$ cat config.mk
export PLATFORM = sky130hd
export DESIGN_NAME = dl_reg_wr_arb
export DESIGN_NICKNAME = d
export VERILOG_FILES = /design/src/rtl/dl_reg_wr_arb_pkg.sv /design/src/rtl/dl_reg_en_rst.sv /design/src/rtl/dl_rr_arb.sv /design/src/rtl/dl_reg_wr_arb.sv
export SDC_FILE = /design/constraint.sdc
export NUM_CORES = 1
export LEC_CHECK = 0
export BUFFER_PORTS_ARGS = -buffer_cell sky130_fd_sc_hd__buf_2
export CORE_UTILIZATION = 43
export DETAILED_ROUTE_END_ITERATION = 10
export HOLD_SLACK_MARGIN = 0.1
export PLACE_DENSITY = 0.81
export SYNTH_ARGS = -nofsm -noshare
export SYNTH_HDL_FRONTEND = slang
export SYNTH_SLANG_ARGS = --single-unit
$ cat constraint.sdc
create_clock -name clk -period 2.4 [get_ports clk]
set_input_delay 0.36 -clock clk [delete_from_list [all_inputs] [get_ports clk]]
set_output_delay 0.36 -clock clk [all_outputs]
set_load 0.02 [all_outputs]
$ cat src/rtl/dl_reg_wr_arb_pkg.sv
// Shared constants and helpers for the shared-register write arbiter.
// Optional per-requester grant statistics: DL_REG_WR_ARB_STATS_EN.
package dl_reg_wr_arb_pkg;

  localparam logic [0:0] ARB  = 1'b0;
  localparam logic [0:0] LOCK = 1'b1;

  localparam int STAT_W = 16;

  function automatic int idx_w(input int n);
    return (n > 1) ? $clog2(n) : 1;
  endfunction

  function automatic int cnt_w(input int m);
    return $clog2(m) + 1;
  endfunction

endpackage

$ cat src/rtl/dl_reg_en_rst.sv
// Enabled register with synchronous active-low reset.
// Reset value is a parameter; reset wins over enable.
module dl_reg_en_rst #(
  parameter int             W       = 32,
  parameter logic [W-1:0]   RST_VAL = '0
) (
  input  logic         clk,
  input  logic         rst_n,
  input  logic         en,
  input  logic [W-1:0] d,
  output logic [W-1:0] q
);

  // storage: reset dominates, else load on enable
  always_ff @(posedge clk) begin
    if (!rst_n)  q <= RST_VAL;
    else if (en) q <= d;
  end

endmodule

$ cat src/rtl/dl_rr_arb.sv
// Combinational round-robin pick starting at ptr.
// Returns one-hot grant, its index and an any-request flag.
module dl_rr_arb #(
  parameter int N  = 4,
  parameter int IW = 2
) (
  input  logic [N-1:0]  req,
  input  logic [IW-1:0] ptr,
  output logic [N-1:0]  grant,
  output logic [IW-1:0] idx,
  output logic          any
);

  int j;

  // scan from farthest to nearest so the nearest request wins
  always_comb begin
    grant = '0;
    idx   = '0;
    any   = 1'b0;
    j     = 0;
    for (int k = N - 1; k >= 0; k--) begin
      j = int'(ptr) + k;
      if (j >= N) j = j - N;
      if (req[j]) begin
        idx = IW'(j);
        any = 1'b1;
      end
    end
    if (any) grant[idx] = 1'b1;
  end

endmodule

$ cat src/rtl/dl_reg_wr_arb.sv
// Round-robin write arbiter with lock and watchdog over one shared register.
// Define DL_REG_WR_ARB_STATS_EN to add per-requester grant counters.
module dl_reg_wr_arb
  import dl_reg_wr_arb_pkg::*;
#(
  parameter int                 NUM_REQ  = 4,
  parameter int                 NUM_BITS = 32,
  parameter logic [NUM_BITS-1:0] RST_VAL = '0,
  parameter int                 LOCK_MAX = 16
) (
  input  logic                        clk,
  input  logic                        rst_n,
  input  logic [NUM_REQ-1:0]          req_valid,
  input  logic [NUM_REQ-1:0]          req_lock,
  input  logic [NUM_REQ*NUM_BITS-1:0] req_data,
  output logic [NUM_REQ-1:0]          req_ready,
  output logic [NUM_BITS-1:0]         q,
  output logic [idx_w(NUM_REQ)-1:0]   q_owner,
  output logic                        upd,
  output logic                        locked,
  output logic                        lock_expired
`ifdef DL_REG_WR_ARB_STATS_EN
  ,
  output logic [NUM_REQ*STAT_W-1:0]   grant_cnt
`endif
);

  localparam int IW = idx_w(NUM_REQ);
  localparam int CW = cnt_w(LOCK_MAX);

  logic [0:0]          state;
  logic [IW-1:0]       rr_ptr;
  logic [IW-1:0]       owner;
  logic [CW-1:0]       lock_cnt;

  logic [NUM_REQ-1:0]  arb_gnt;
  logic [IW-1:0]       arb_idx;
  logic                arb_any;

  logic [IW-1:0]       win_idx;
  logic                acc;
  logic [NUM_BITS-1:0] win_data;
  logic [IW-1:0]       nxt_ptr;
  logic                wd_hit;

  dl_rr_arb #(
    .N  (NUM_REQ),
    .IW (IW)
  ) u_pick (
    .req   (req_valid),
    .ptr   (rr_ptr),
    .grant (arb_gnt),
    .idx   (arb_idx),
    .any   (arb_any)
  );

  // grant: owner only while locked, round-robin otherwise
  always_comb begin
    req_ready = '0;
    win_idx   = arb_idx;
    acc       = arb_any;
    if (state == LOCK) begin
      win_idx          = owner;
      acc              = req_valid[owner];
      req_ready[owner] = req_valid[owner];
    end else begin
      req_ready = arb_gnt;
    end
  end

  // winner data and derived next-state helpers
  always_comb begin
    win_data = req_data[int'(win_idx)*NUM_BITS +: NUM_BITS];
    nxt_ptr  = (win_idx == IW'(NUM_REQ - 1)) ? '0 : win_idx + 1'b1;
    wd_hit   = (lock_cnt == CW'(LOCK_MAX - 1));
  end

  dl_reg_en_rst #(
    .W       (NUM_BITS),
    .RST_VAL (RST_VAL)
  ) u_q (
    .clk   (clk),
    .rst_n (rst_n),
    .en    (acc),
    .d     (win_data),
    .q     (q)
  );

  // arbitration state, lock tracking and watchdog
  always_ff @(posedge clk) begin
    if (!rst_n) begin
      state        <= ARB;
      rr_ptr       <= '0;
      owner        <= '0;
      lock_cnt     <= '0;
      q_owner      <= '0;
      upd          <= 1'b0;
      lock_expired <= 1'b0;
    end else begin
      upd          <= acc;
      lock_expired <= 1'b0;
      if (acc) begin
        q_owner <= win_idx;
        rr_ptr  <= nxt_ptr;
      end
      if (state == ARB) begin
        if (acc && req_lock[win_idx]) begin
          state    <= LOCK;
          owner    <= win_idx;
          lock_cnt <= '0;
        end
      end else if (!req_lock[owner]) begin
        state    <= ARB;
        lock_cnt <= '0;
      end else if (wd_hit) begin
        state        <= ARB;
        lock_cnt     <= '0;
        lock_expired <= 1'b1;
      end else begin
        lock_cnt <= lock_cnt + 1'b1;
      end
    end
  end

  assign locked = (state == LOCK);

`ifdef DL_REG_WR_ARB_STATS_EN
  for (genvar i = 0; i < NUM_REQ; i++) begin : g_stat
    logic [STAT_W-1:0] cnt;

    // saturating count of accepted writes by requester i
    always_ff @(posedge clk) begin
      if (!rst_n)
        cnt <= '0;
      else if (acc && win_idx == IW'(i) && cnt != '1)
        cnt <= cnt + 1'b1;
    end

    assign grant_cnt[i*STAT_W +: STAT_W] = cnt;
  end
`endif

endmodule

# Yosys cells after proc, flatten, opt, wreduce, memory -nomap -nowiden
# Cells that the tools add are included.
[word_totals] reg_bits=46 input_bits=138
[classes] addsub=9 magnitude_cmp=13 eq_ne=2 n_shift=1 n_mux=48 bitwise_logic=2 reduce_logical=6
[op_table] cell="$lt 32x4->1 const B" count=4
[op_table] cell="$mux 32" count=4
[op_table] cell="$shiftx 128x8->32" count=1
[op_table] cell="$ge 32x4->1 const B" count=3
[op_table] cell="$sub 32x4->32 const B" count=3
[op_table] cell="$mux 1" count=23
[op_table] cell="$mux 5" count=4
[op_table] cell="$bmux 1 s2" count=7
[op_table] cell="$mux 2" count=6
[op_table] cell="$lt 2x3->1 const B" count=3
[op_table] cell="$mux 4" count=2
[op_table] cell="$add 2x2->3 const B" count=2
[op_table] cell="$add 5x1->5 const B" count=1
[op_table] cell="$eq 5x4->1 const B" count=1
[op_table] cell="$and 4x4->4" count=1
[op_table] cell="$demux 1 s2" count=2
[op_table] cell="$ge 2x1->1 const B" count=2
[op_table] cell="$sub 2x3->4 const B" count=1
[op_table] cell="$add 2x1->3 const B" count=1
[op_table] cell="$ge 2x3->1 const B" count=1
[op_table] cell="$logic_and 1x1->1" count=3
[op_table] cell="$reduce_and 3->1" count=1
[op_table] cell="$add 2x1->2 const B" count=1
[op_table] cell="$eq 2x2->1 const B" count=1
[op_table] cell="other kinds (3)" count=3

# Depth between registers and ports, before layout
[depth] word_depth=16 mapped_depth=8 mapped_depth_nobuf=6

# Hierarchy
# From an unflattened synthesis, not the netlist that was laid out.
[unflattened] cells_unflattened=268 hier_area_um2=3074.2
[by_module_without_submodules] module="dl_reg_wr_arb" n_inst=1 cells_each=132 area_per_inst_um2=1619.1 seq_area_each_um2=280.3
[by_module_without_submodules] module="dl_reg_en_rst" n_inst=1 cells_each=103 area_per_inst_um2=1243.7 seq_area_each_um2=640.6
[by_module_without_submodules] module="dl_rr_arb" n_inst=1 cells_each=33 area_per_inst_um2=211.5 seq_area_each_um2=0.0

# Worst setup path before layout
# Ideal clock, no wire load.
[synth_timing] path_kind="register -> register" startpoint="register state (netlist: locked)" endpoint="register lock_cnt[0]" t_arrival_ps=1817 t_required_ps=2279 slack_ps=462 stages_incl_launch_ff=8 n_path_buf=1 cell_sequence="dfxtp_1 -> buf_2 -> clkinv_1 -> nor3_1 -> a221o_1 -> o22ai_1 -> o2111a_1 -> mux2_2"
[synth_via] elab_chain_len=5 word_cells_on_any_way=7
[synth_rtl] item="start: declaration" line_no="dl_reg_wr_arb.sv:31" text="logic [0:0] state;"
[synth_rtl] item="start signal: assignment" line_no="dl_reg_wr_arb.sv:92" text="state <= ARB;"
[synth_rtl] item="start signal: assignment" line_no="dl_reg_wr_arb.sv:108" text="state <= LOCK;"
[synth_rtl] item="start signal: assignment" line_no="dl_reg_wr_arb.sv:113" text="state <= ARB;"
[synth_rtl] item="$mux 2" line_no="dl_reg_wr_arb.sv:62" text="if (state == LOCK) begin"
[synth_rtl] item="$bmux 1 s2" line_no="dl_reg_wr_arb.sv:107" text="if (acc && req_lock[win_idx]) begin"
[synth_rtl] item="$mux 1 (implied by the code)" line_no="dl_reg_wr_arb.sv:107"
[synth_rtl] item="$logic_and 1x1->1" line_no="dl_reg_wr_arb.sv:107"
[synth_rtl] item="$reduce_bool 2->1 (no line)"
[synth_rtl] item="end signal: assignment" line_no="dl_reg_wr_arb.sv:120" text="lock_cnt <= lock_cnt + 1'b1;"
[synth_rtl] item="end: declaration" line_no="dl_reg_wr_arb.sv:34" text="logic [CW-1:0] lock_cnt;"
# Parallel ways exist; a longest one is shown, timed or not. The select of a mux whose other input is x is not followed.
# A chain may end at the register's enable or synchronous reset.

# Worst setup path after layout
[layout_timing] startpoint="register rr_ptr[0]" endpoint="output req_ready[3]"
[layout_via] elab_chain_len=16 word_cells_on_any_way=42
[layout_rtl] item="start: declaration" line_no="dl_reg_wr_arb.sv:32" text="logic [IW-1:0] rr_ptr;"
[layout_rtl] item="start signal: assignment" line_no="dl_reg_wr_arb.sv:104" text="rr_ptr <= nxt_ptr;"
[layout_rtl] item="$add 2x2->3" line_no="dl_rr_arb.sv:23" text="j = int'(ptr) + k;"
[layout_rtl] item="$sub 32x4->32 / $ge 32x4->1 (equally long branches)" line_no="dl_rr_arb.sv:24" text="if (j >= N) j = j - N;"
[layout_rtl] item="$mux 32" line_no="dl_rr_arb.sv:24"
[layout_rtl] item="$bmux 1 s2" line_no="dl_rr_arb.sv:25" text="if (req[j]) begin"
[layout_rtl] item="$mux 1 (implied by the code) (2 in series)" line_no="dl_rr_arb.sv:25"
[layout_rtl] item="$mux 2 (4 in series)" line_no="dl_rr_arb.sv:25"
[layout_rtl] item="$lt 2x3->1 (implied by the code) / $ge 2x1->1 (equally long branches)" line_no="dl_rr_arb.sv:30" text="if (any) grant[idx] = 1'b1;"
[layout_rtl] item="$logic_and 1x1->1 (implied by the code)" line_no="dl_rr_arb.sv:30"
[layout_rtl] item="$mux 1 (implied by the code)" line_no="dl_rr_arb.sv:30"
[layout_rtl] item="$demux 1 s2"
[layout_rtl] item="$mux 4 *" line_no="dl_rr_arb.sv:30"
[layout_rtl] item="$mux 4 *" line_no="dl_reg_wr_arb.sv:62"
[layout_rtl] item="end: declaration" line_no="dl_reg_wr_arb.sv:16" text="output logic [NUM_REQ-1:0] req_ready,"
# Every way passes the cells marked *; elsewhere a longest branch is shown, timed or not. The select of a mux whose other input is x is not followed.

==> results.yml <==
layout:
  nNetsFinal: 603
  area_growth_pct: 37.1
  n_fill_cell: 532
  drive_above_1_share_pct: 44.9
  design_area_um2: 3780
  num_antenna_cells: 0
logic_synthesis:
  synth_cells: 286
  ys_dominant_reg_cell: "dfxtp_1"
  synth_area_leaders: "dfxtp_1, mux2i_1, o221ai_1"
  syn_nets: 425
  syn_avg_cell_area_um2: 9.64
  yosysSeqAreaShare_pct: 33.4
  synth_top_area_share_pct: 33.4
  synth_common_cells: "mux2i_1, dfxtp_1, nand2_1, o221ai_1, nor2_1"
  synth_edf_count: 0
  ys_types: 51
  yosysMostFrequentCell: "mux2i_1"
  synth_seq_cells: 46
  async_flop_share_pct: 0
  netlist_area_um2: 2760
  yosysWarnings: 0
  yosysTopAreaCell: "dfxtp_1"
global_route:
  grt_max_degree: 41
  grt_remaining_overflow: 0
  grt_pass1_wl_mm: 11.2
  antenna_found_initial: 0
  gr-max-usage-layer: "met2"
  use_met2_pct: 39.9
  track_usage_pct: 21.5
  grt_pass1_vias: 2550
  grt_use_met3_pct: 4.56
  met1_usage_pct: 23.9
route:
  routed_wl_mm: 7.91
  via_per_inst: 5.38
  drt-pass1-iter-count: 4
  drc: 0
  drt_iter0_markers: 85
  post_drt_wl_per_cell_um: 14.7
  antenna_left: 0
  vias: 2905
floorplan:
  die_area_um2: 6740
  start_util_pct: 45.5
  core_area_um2: 6060
  die_y_um: 82.1
  num_rows: 28
  io_pins: 179
  die_w_um: 82.1
hold_path:
  hold_start: "req_data[95]"
  hold-path-cell-count: 3
  min_delay_worst_endpoint: "u_q.q[31]$_SDFFE_PN0P_"
  hp-class: "in2reg"
sta:
  setup_viol: 0
  rsz0062_at_grt: "false"
  slew_headroom_pct: 66.8
  fmax_mhz: 442
  finClkSkew_ps: 6.16
  drv_slew: 0
  timing.final.crit_share_pct: 94.3
  tightestPinTransition_ps: 498
  fin_crit_ps: 2260
  fin_setup_tns_ps: 0
  hold_viol_final: 0
worst_setup_path:
  crit_chain: "and2b_1 -> nor3_2 -> o21ai_1 -> o22ai_1 -> buf_2"
  cp_data_required_time_ps: 2040
  path_max_fanout: 7
  worstReg2RegStart: "rr_ptr[0]$_SDFFE_PN0P_"
  rr_worst_depth: 6
  worst-setup-path-type: "reg2out"
  critPathArrivalTime_ps: 1900
  slowest_delay_ps: 370
  start_kind: "flip-flop"
  endpoint_kind: "output port"
  crit_path_top_delay_cell: "dfxtp_1"
  r2r-end: "lock_cnt[0]$_SDFFE_PN0P_"
  r2r_slack_ps: 370
clocking:
  clockBufferDepth: 2
  cts.clk_slew.worst_paths_ps: 80
  clkSinkCount: 46
  clk_latency_ps: 280
  cts_tree: "done"
  cts_root_buffer: "clkbuf_8"
  htree_levels: 2
  post_cts_buffers: 0
  cts_buffers: 5
  cts_hold_buf: 0
  cts_resized: 0
pwr:
  leakage_nw: 1.80
  netSwitchingFraction_pct: 44.5
  p_int_mw: 2.41
  power_density_nw_per_um2: 1150
  pwr-share-clk_pct: 10.8
  power_frac_comb_pct: 59.9
  power.switching_mw: 1.93
  vdd_ir_drop_max_mv: 0.556
  p_seq_share_pct: 29.3
placed_design:
  place_congestion: 0.956
  placed_area_um2: 3690
  dp_hpwl_mm: 6.32
  numPortBuffers: 178
run:
  max_cap_violations: 0
outcome:
  status: "complete, no violations"
## critical path, delay by kind of cell (launching register included)
kind	cells	cell delay (ps)
buffers and inverters	1	220
DFF	1	370
and+or+nand+nor	2	530
AOI/OAI and AO/OA	2	510
## cells by family after synthesis
family | after synthesis | share of synthesized area (%)
xor+xnor | 2 | 0.635
mux | 68 | 25.2
compound gates | 67 | 21.0
simple gates | 77 | 12.3
flops | 46 | 33.4
buf+inv | 25 | 7.03
fa+ha+maj | 1 | 0.454
## flip-flops by register name (all words and copies together), names as in the netlist
signal and flops:
lock_cnt 5, rr_ptr 2, locked 1, q_owner 2, u_q.q 32, owner 2
upd 1, lock_expired 1
## metrics by stage
stage / util [%] / std cells / worst slack, ps / hold WS [ps] / power, mW
finish: 62.4 / 540 / 136 / 377 / 4.34
global route: 62.4 / 540 / 16.7 / 384 / 4.63
floorplan: - / 286 / 462 / 424 / 3.21
CTS: 62.4 / 540 / 154 / 364 / 4.38
global placement: 60.9 / 532 / 307 / 438 / 3.83
detailed placement: 60.9 / 532 / 197 / 442 / 3.90
## cells in the final DEF (no fill, tap or decap), drive strengths merged, types with 2 or more instances in the layout
cell and instances:
buf 191, mux2i 66, dfxtp 46, nand2 42, o221ai 32, nor2 12, clkbuf 7, o21ai 7
nor3 6, a21oi 6, nor2b 5, nand3 4, inv 3, o22ai 3, a32o 3, clkinv 3
o21a 2, nand2b 2, xnor2 2, a2111oi 2
## layout make-up
type	instances	area, µm²	area share (%)
Timing Repair Buffer	191	1010	26.8
Tap cell	75	93.8	2.48
Inverter	5	18.8	0.496
Multi-Input combinational cell	215	1640	43.4
Clock inverter	1	5.00	0.132
Clock buffer	7	86.3	2.28
Sequential cell	46	921	24.4
## worst max-delay path by stage
stage / startpoint / slack (ps) / cells after the start / endpoint
global placement: req_valid[2] / 310 / 7 / req_ready[3]
CTS: rr_ptr[0]$_SDFFE_PN0P_ / 150 / 6 / req_ready[0]
detailed placement: req_valid[2] / 200 / 8 / u_q.q[14]$_SDFFE_PN0P_
global route: rr_ptr[0]$_SDFFE_PN0P_ / 20 / 6 / req_ready[0]
floorplan: locked$_SDFF_PN0_ / 460 / 7 / lock_cnt[0]$_SDFFE_PN0P_
finish: rr_ptr[0]$_SDFFE_PN0P_ / 140 / 5 / req_ready[3]
## power by group through the flow
stage	Sequential [mW]	Clock, mW	Combinational (mW)
after global routing	1.31	0.516	2.80
after floorplan	1.60	0	1.61
after global placement	1.28	0	2.55
after CTS	1.27	0.490	2.62
after detailed placement	1.29	0	2.61
final	1.27	0.471	2.60
## layer usage
| layer | up-vias | wire (µm) |
|---|---|---|
| li1 | 1448 | - |
| met3 | 12 | 475 |
| met2 | 125 | 4060 |
| met1 | 1320 | 3260 |
| met4 | 0 | 116 |
| met5 | - | 0 |
(Power assumes the default switching activity.)
